File: config.mk
export PLATFORM = sky130hd
export DESIGN_NAME = sos_gen_module_flat
export DESIGN_NICKNAME = d
export VERILOG_FILES = /design/src/rtl/sos_gen_if.sv /design/src/rtl/sos_gen_module.sv /design/src/flat_wrapper.sv
export SDC_FILE = /design/constraint.sdc
export NUM_CORES = 1
export LEC_CHECK = 0
export BUFFER_PORTS_ARGS = -buffer_cell sky130_fd_sc_hd__buf_4
export CAP_MARGIN = 20
export CORE_UTILIZATION = 62
export DETAILED_ROUTE_END_ITERATION = 8
export HOLD_SLACK_MARGIN = 0.03
export PLACE_DENSITY_LB_ADDON = 0.1
export SYNTH_ARGS = -nofsm -noshare
export SYNTH_HDL_FRONTEND = slang
export SYNTH_SLANG_ARGS = --single-unit
File: constraint.sdc
create_clock -name CLK -period 2.9 [get_ports CLK]
set_input_delay 0.58 -clock CLK [delete_from_list [all_inputs] [get_ports CLK]]
set_output_delay 0.58 -clock CLK [all_outputs]
set_load 0.005 [all_outputs]
File: src/rtl/sos_gen_if.sv
// SOS enable/indication bundle between the trigger-control side and the SOS pattern generator.
interface sos_gen_if;
    logic SOS_En_Sig;
    logic Pin_Out;
    logic Busy_Sig;
    logic Done_Sig;

    modport master (
        output SOS_En_Sig,
        input  Pin_Out,
        input  Busy_Sig,
        input  Done_Sig
    );

    modport slave (
        input  SOS_En_Sig,
        output Pin_Out,
        output Busy_Sig,
        output Done_Sig
    );
endinterface

File: src/rtl/sos_gen_module.sv
// Plays one Morse "SOS" (dot dot dot, dash dash dash, dot dot dot) on an active-low buzzer pin
// per accepted start request, with busy and one-cycle done indications.
module sos_gen_module #(
    parameter int T_1MS         = 50000,
    parameter int DOT_MS        = 100,
    parameter int DASH_MS       = 300,
    parameter int GAP_MS        = 100,
    parameter int LETTER_GAP_MS = 300
) (
    input  logic      CLK,
    input  logic      RSTn,
    sos_gen_if.slave  sos_if
);

    typedef enum logic [1:0] {
        IDLE    = 2'd0,
        TONE    = 2'd1,
        SILENCE = 2'd2,
        DONE    = 2'd3
    } state_t;

    localparam logic [15:0] T_LAST      = 16'(T_1MS - 1);
    localparam logic [15:0] DOT_LAST    = 16'(DOT_MS - 1);
    localparam logic [15:0] DASH_LAST   = 16'(DASH_MS - 1);
    localparam logic [15:0] GAP_LAST    = 16'(GAP_MS - 1);
    localparam logic [15:0] LETTER_LAST = 16'(LETTER_GAP_MS - 1);

    state_t      state_q, state_d;
    logic [3:0]  idx_q, idx_d;
    logic [15:0] pre_q, pre_d;
    logic [15:0] dur_q, dur_d;
    logic        pin_q, pin_d;
    logic        busy_q, busy_d;
    logic        done_q, done_d;

    logic        tick_s;
    logic [15:0] phase_last_s;
    logic        phase_end_s;

    // Next-state, counter and output computation; counters restart on every phase entry.
    always_comb begin
        state_d      = state_q;
        idx_d        = idx_q;
        pre_d        = pre_q;
        dur_d        = dur_q;
        phase_last_s = 16'd0;
        tick_s       = (pre_q == T_LAST);

        case (state_q)
            TONE: begin
                if (idx_q >= 4'd3 && idx_q <= 4'd5) begin
                    phase_last_s = DASH_LAST;
                end else begin
                    phase_last_s = DOT_LAST;
                end
            end
            SILENCE: begin
                if (idx_q == 4'd2 || idx_q == 4'd5) begin
                    phase_last_s = LETTER_LAST;
                end else begin
                    phase_last_s = GAP_LAST;
                end
            end
            default: begin
                phase_last_s = 16'd0;
            end
        endcase

        phase_end_s = tick_s && (dur_q == phase_last_s);

        case (state_q)
            IDLE: begin
                if (sos_if.SOS_En_Sig) begin
                    state_d = TONE;
                    idx_d   = 4'd0;
                    pre_d   = 16'd0;
                    dur_d   = 16'd0;
                end else begin
                    state_d = IDLE;
                end
            end
            TONE, SILENCE: begin
                if (phase_end_s) begin
                    pre_d = 16'd0;
                    dur_d = 16'd0;
                    if (state_q == SILENCE) begin
                        idx_d   = idx_q + 4'd1;
                        state_d = TONE;
                    end else if (idx_q == 4'd8) begin
                        state_d = DONE;
                    end else begin
                        state_d = SILENCE;
                    end
                end else if (tick_s) begin
                    pre_d = 16'd0;
                    dur_d = dur_q + 16'd1;
                end else begin
                    pre_d = pre_q + 16'd1;
                end
            end
            DONE: begin
                state_d = IDLE;
            end
            default: begin
                state_d = IDLE;
            end
        endcase

        // Outputs follow the state being entered so they are visible the cycle after the edge.
        pin_d  = (state_d != TONE);
        busy_d = (state_d == TONE) || (state_d == SILENCE);
        done_d = (state_d == DONE);
    end

    // State, counter and registered-output flops with synchronous active-low reset.
    always_ff @(posedge CLK) begin
        if (!RSTn) begin
            state_q <= IDLE;
            idx_q   <= 4'd0;
            pre_q   <= 16'd0;
            dur_q   <= 16'd0;
            pin_q   <= 1'b1;
            busy_q  <= 1'b0;
            done_q  <= 1'b0;
        end else begin
            state_q <= state_d;
            idx_q   <= idx_d;
            pre_q   <= pre_d;
            dur_q   <= dur_d;
            pin_q   <= pin_d;
            busy_q  <= busy_d;
            done_q  <= done_d;
        end
    end

    assign sos_if.Pin_Out  = pin_q;
    assign sos_if.Busy_Sig = busy_q;
    assign sos_if.Done_Sig = done_q;

endmodule
File: src/flat_wrapper.sv
// flat-port wrapper written by rule: the top's interface ports become plain ports
module sos_gen_module_flat 
#(
    parameter int T_1MS         = 50000,
    parameter int DOT_MS        = 100,
    parameter int DASH_MS       = 300,
    parameter int GAP_MS        = 100,
    parameter int LETTER_GAP_MS = 300
)
  (CLK, RSTn, sos_if_SOS_En_Sig, sos_if_Pin_Out, sos_if_Busy_Sig, sos_if_Done_Sig);
  sos_gen_if sos_if_i ();
  input  logic CLK;
  input  logic RSTn;
  input wire logic [$bits(sos_if_i.SOS_En_Sig)-1:0] sos_if_SOS_En_Sig;
  output wire logic [$bits(sos_if_i.Pin_Out)-1:0] sos_if_Pin_Out;
  output wire logic [$bits(sos_if_i.Busy_Sig)-1:0] sos_if_Busy_Sig;
  output wire logic [$bits(sos_if_i.Done_Sig)-1:0] sos_if_Done_Sig;
  assign sos_if_i.SOS_En_Sig = sos_if_SOS_En_Sig;
  assign sos_if_Pin_Out = sos_if_i.Pin_Out;
  assign sos_if_Busy_Sig = sos_if_i.Busy_Sig;
  assign sos_if_Done_Sig = sos_if_i.Done_Sig;
  sos_gen_module #(.T_1MS(T_1MS), .DOT_MS(DOT_MS), .DASH_MS(DASH_MS), .GAP_MS(GAP_MS), .LETTER_GAP_MS(LETTER_GAP_MS)) u_core (.CLK(CLK), .RSTn(RSTn), .sos_if(sos_if_i));
endmodule
==> impl_metrics.toml <==
[status]
status = "completed"

[drt]
dr.pass1.iters = 4
num_vias = 1975
ant_nets = 0
drc = 0
viasPerCell = 5.93
routed_wl_um = 4480
first_iter_violations = 160
wl_per_cell_um = 13.4

[place]
place_inst = 325
hpwl_um = 3300
numPortBuffers = 5
gp_congestion = 0.800

[synth]
synth.distinct_cells = 55
ys_warn_count = 0
synth_area_um2 = 2330
async_flop_share_pct = 0
synth_largest_area_cell = "dfxtp_1"
synth_cells = 279
syn_avg_cell_area_um2 = 8.36
seq_area_frac_synth_pct = 35.2
synth-seq-cells = 41
syn_nets = 294
synth_ff_type = "dfxtp_1"
synth_top_area_share_pct = 35.2
synth_edf_count = 0
synthTopCellsByArea = "dfxtp_1 35%, ha_1 6.4%, nand2_1 5.8%"

[final_layout]
multi_input_area_um2 = 1420
nNetsFinal = 301
n_antenna_cell = 0
instances_no_fill = 333
drive_above_1_share_pct = 11.1
regArea_um2 = 821
fillers = 289
final_util_pct = 72.7
areaGrowthSynthToFinish_pct = 7.99

[sta]
fmax_mhz = 388
setup_viol_count_final = 0
maxSlewHeadroom_pct = 56.4
timing.final.crit_share_pct = 88.9
worst_clock_skew_ns = 0.00249
max_slew.worst_pin.slew_ns = 0.645
rsz0062_at_grt = "false"
hold_violations = 0
min_period_ns = 2.58
tns_ns = 0
slew_viol_final = 0

[clock_network]
htreeDepth = 2
clkLatencyLatePin_ns = 0.29
clk_path_buf_depth = 2
clkTransAtPathRegs_ns = 0.08
cts-resized-gates = 0
cts_buffers = 5
cts_tree = "done"
cts_hold_buffers = 0
cts_sinks = 41
cts-root-buf = "clkbuf_8"
postCtsSetupRepairBufs = 0

[floorplan]
ios = 6
start_util_pct = 67.3
row_count = 21
die-area_um2 = 4010
die-height_um = 63.4
core_um2 = 3470
die_width_um = 63.4

[worst_setup_path]
required_ns = 3.14
cp.arrival_ns = 2.81
start_kind = "flop"
crit_fanout = 10
endpoint_kind = "flop"
path_class = "reg2reg"

[grt]
overflow = 0
grt_pass1_wl_um = 7850
grt_pass1_vias = 1857
grt.total_usage_pct = 24.8
antenna_found_initial = 0
grt_max_degree = 19

[worst_hold_path]
hold_path_class = "reg2reg"

[power]
power.total_w = 0.00111
power_density_nw_per_um2 = 442
power_leakage_nw = 0.923
ir_drop_mv = 0.301

[run]
cap_violations = 0
where the power goes:
group          switching, W  internal [W]
Sequential       0.00000373      0.000567
Clock              0.000194      0.000281
Combinational     0.0000416     0.0000277
Total              0.000239      0.000875
worst max-delay path, cell delays in order, from the launching register on:
cell,delay [ns]
dfxtp_1,0.39
inv_1,0.08
ha_1,0.44
nor4_1,0.22
a31oi_1,0.11
nor4_4,0.30
nand3_2,0.12
mux2i_1,0.15
or2_2,0.30
ha_1,0.29
nor2b_1,0.10
metrics by stage:
stage               hold slack (ns)  instance area (µm²)  worst slack, ns
finish                        0.485                 2520            0.322
global route                  0.503                 2520           0.0945
CTS                           0.488                 2520            0.296
detailed placement            0.477                 2400            0.301
global placement              0.464                 2400            0.417
floorplan                     0.453                 2330            0.302
placed cells by master, fill, tap and decap left out, types with 6 or more instances in the layout:
cell type | Yosys | layout
a21oi_1 | 11 | 11
a31oi_1 | 6 | 6
and3_1 | 7 | 7
buf_4 | 0 | 10
clkbuf_8 | 0 | 6
dfxtp_1 | 41 | 41
ha_1 | 12 | 12
inv_1 | 8 | 8
mux2i_1 | 6 | 6
nand2_1 | 36 | 36
nand3_1 | 23 | 23
nand4_1 | 6 | 6
nor2_1 | 23 | 23
nor3_1 | 7 | 7
o21ai_0 | 9 | 9
xnor2_1 | 6 | 6
xor2_1 | 9 | 9
final cells by class:
type	count	area share (%)
Timing Repair Buffer	10	2.98
Multi-Input combinational cell	220	56.4
Tap cell	46	2.28
Sequential cell	41	32.6
Clock inverter	1	1.19
Clock buffer	7	3.43
Inverter	8	1.19
registers in the layout, indices dropped and copies added (netlist names):
signal / flops
u_core.sos_if.Done_Sig: 1
u_core.state_q: 2
u_core.pre_q: 16
u_core.idx_q: 4
u_core.sos_if.Pin_Out: 1
u_core.sos_if.Busy_Sig: 1
u_core.dur_q: 16
cell families after synthesis:
group,after synthesis,synth area share (%)
compound gates,49,14.3
xor+xnor,15,5.63
fa+ha+maj,12,6.43
buf+inv,18,3.97
flops,41,35.2
mux,7,3.16
simple gates,137,31.3
cell usage after synthesis (7+ instances only):
library cell and n:
nor3_1 7, xor2_1 9, nor2_1 23, dfxtp_1 41
o21ai_0 9, inv_1 8, a21oi_1 11, nand2_1 36
and3_1 7, ha_1 12, nand3_1 23
layer usage:
layer | track usage, % | part of all wire (%) | wire, µm | vias to the layer above
met5 | 0 | 0 | 0 | -
met4 | 12.2 | 1.5 | 68 | 0
met3 | 4.35 | 3.8 | 168 | 8
met1 | 30.5 | 48 | 2150 | 918
met2 | 41.5 | 47 | 2090 | 34
li1 | - | - | - | 1015
path summary, 6_finish.rpt:
check	start	end	slack, ns	cells after the start
max	u_core.state_q[0]$_SDFF_PN0_	u_core.sos_if.Busy_Sig$_SDFF_PN0_	0.32	10
min	u_core.pre_q[1]$_SDFFE_PN0P_	u_core.pre_q[1]$_SDFFE_PN0P_	0.48	2
max reg2reg	u_core.state_q[0]$_SDFF_PN0_	u_core.sos_if.Busy_Sig$_SDFF_PN0_	0.32	10
min reg2reg	u_core.pre_q[1]$_SDFFE_PN0P_	u_core.pre_q[1]$_SDFFE_PN0P_	0.48	2
(Power assumes the default switching activity.)
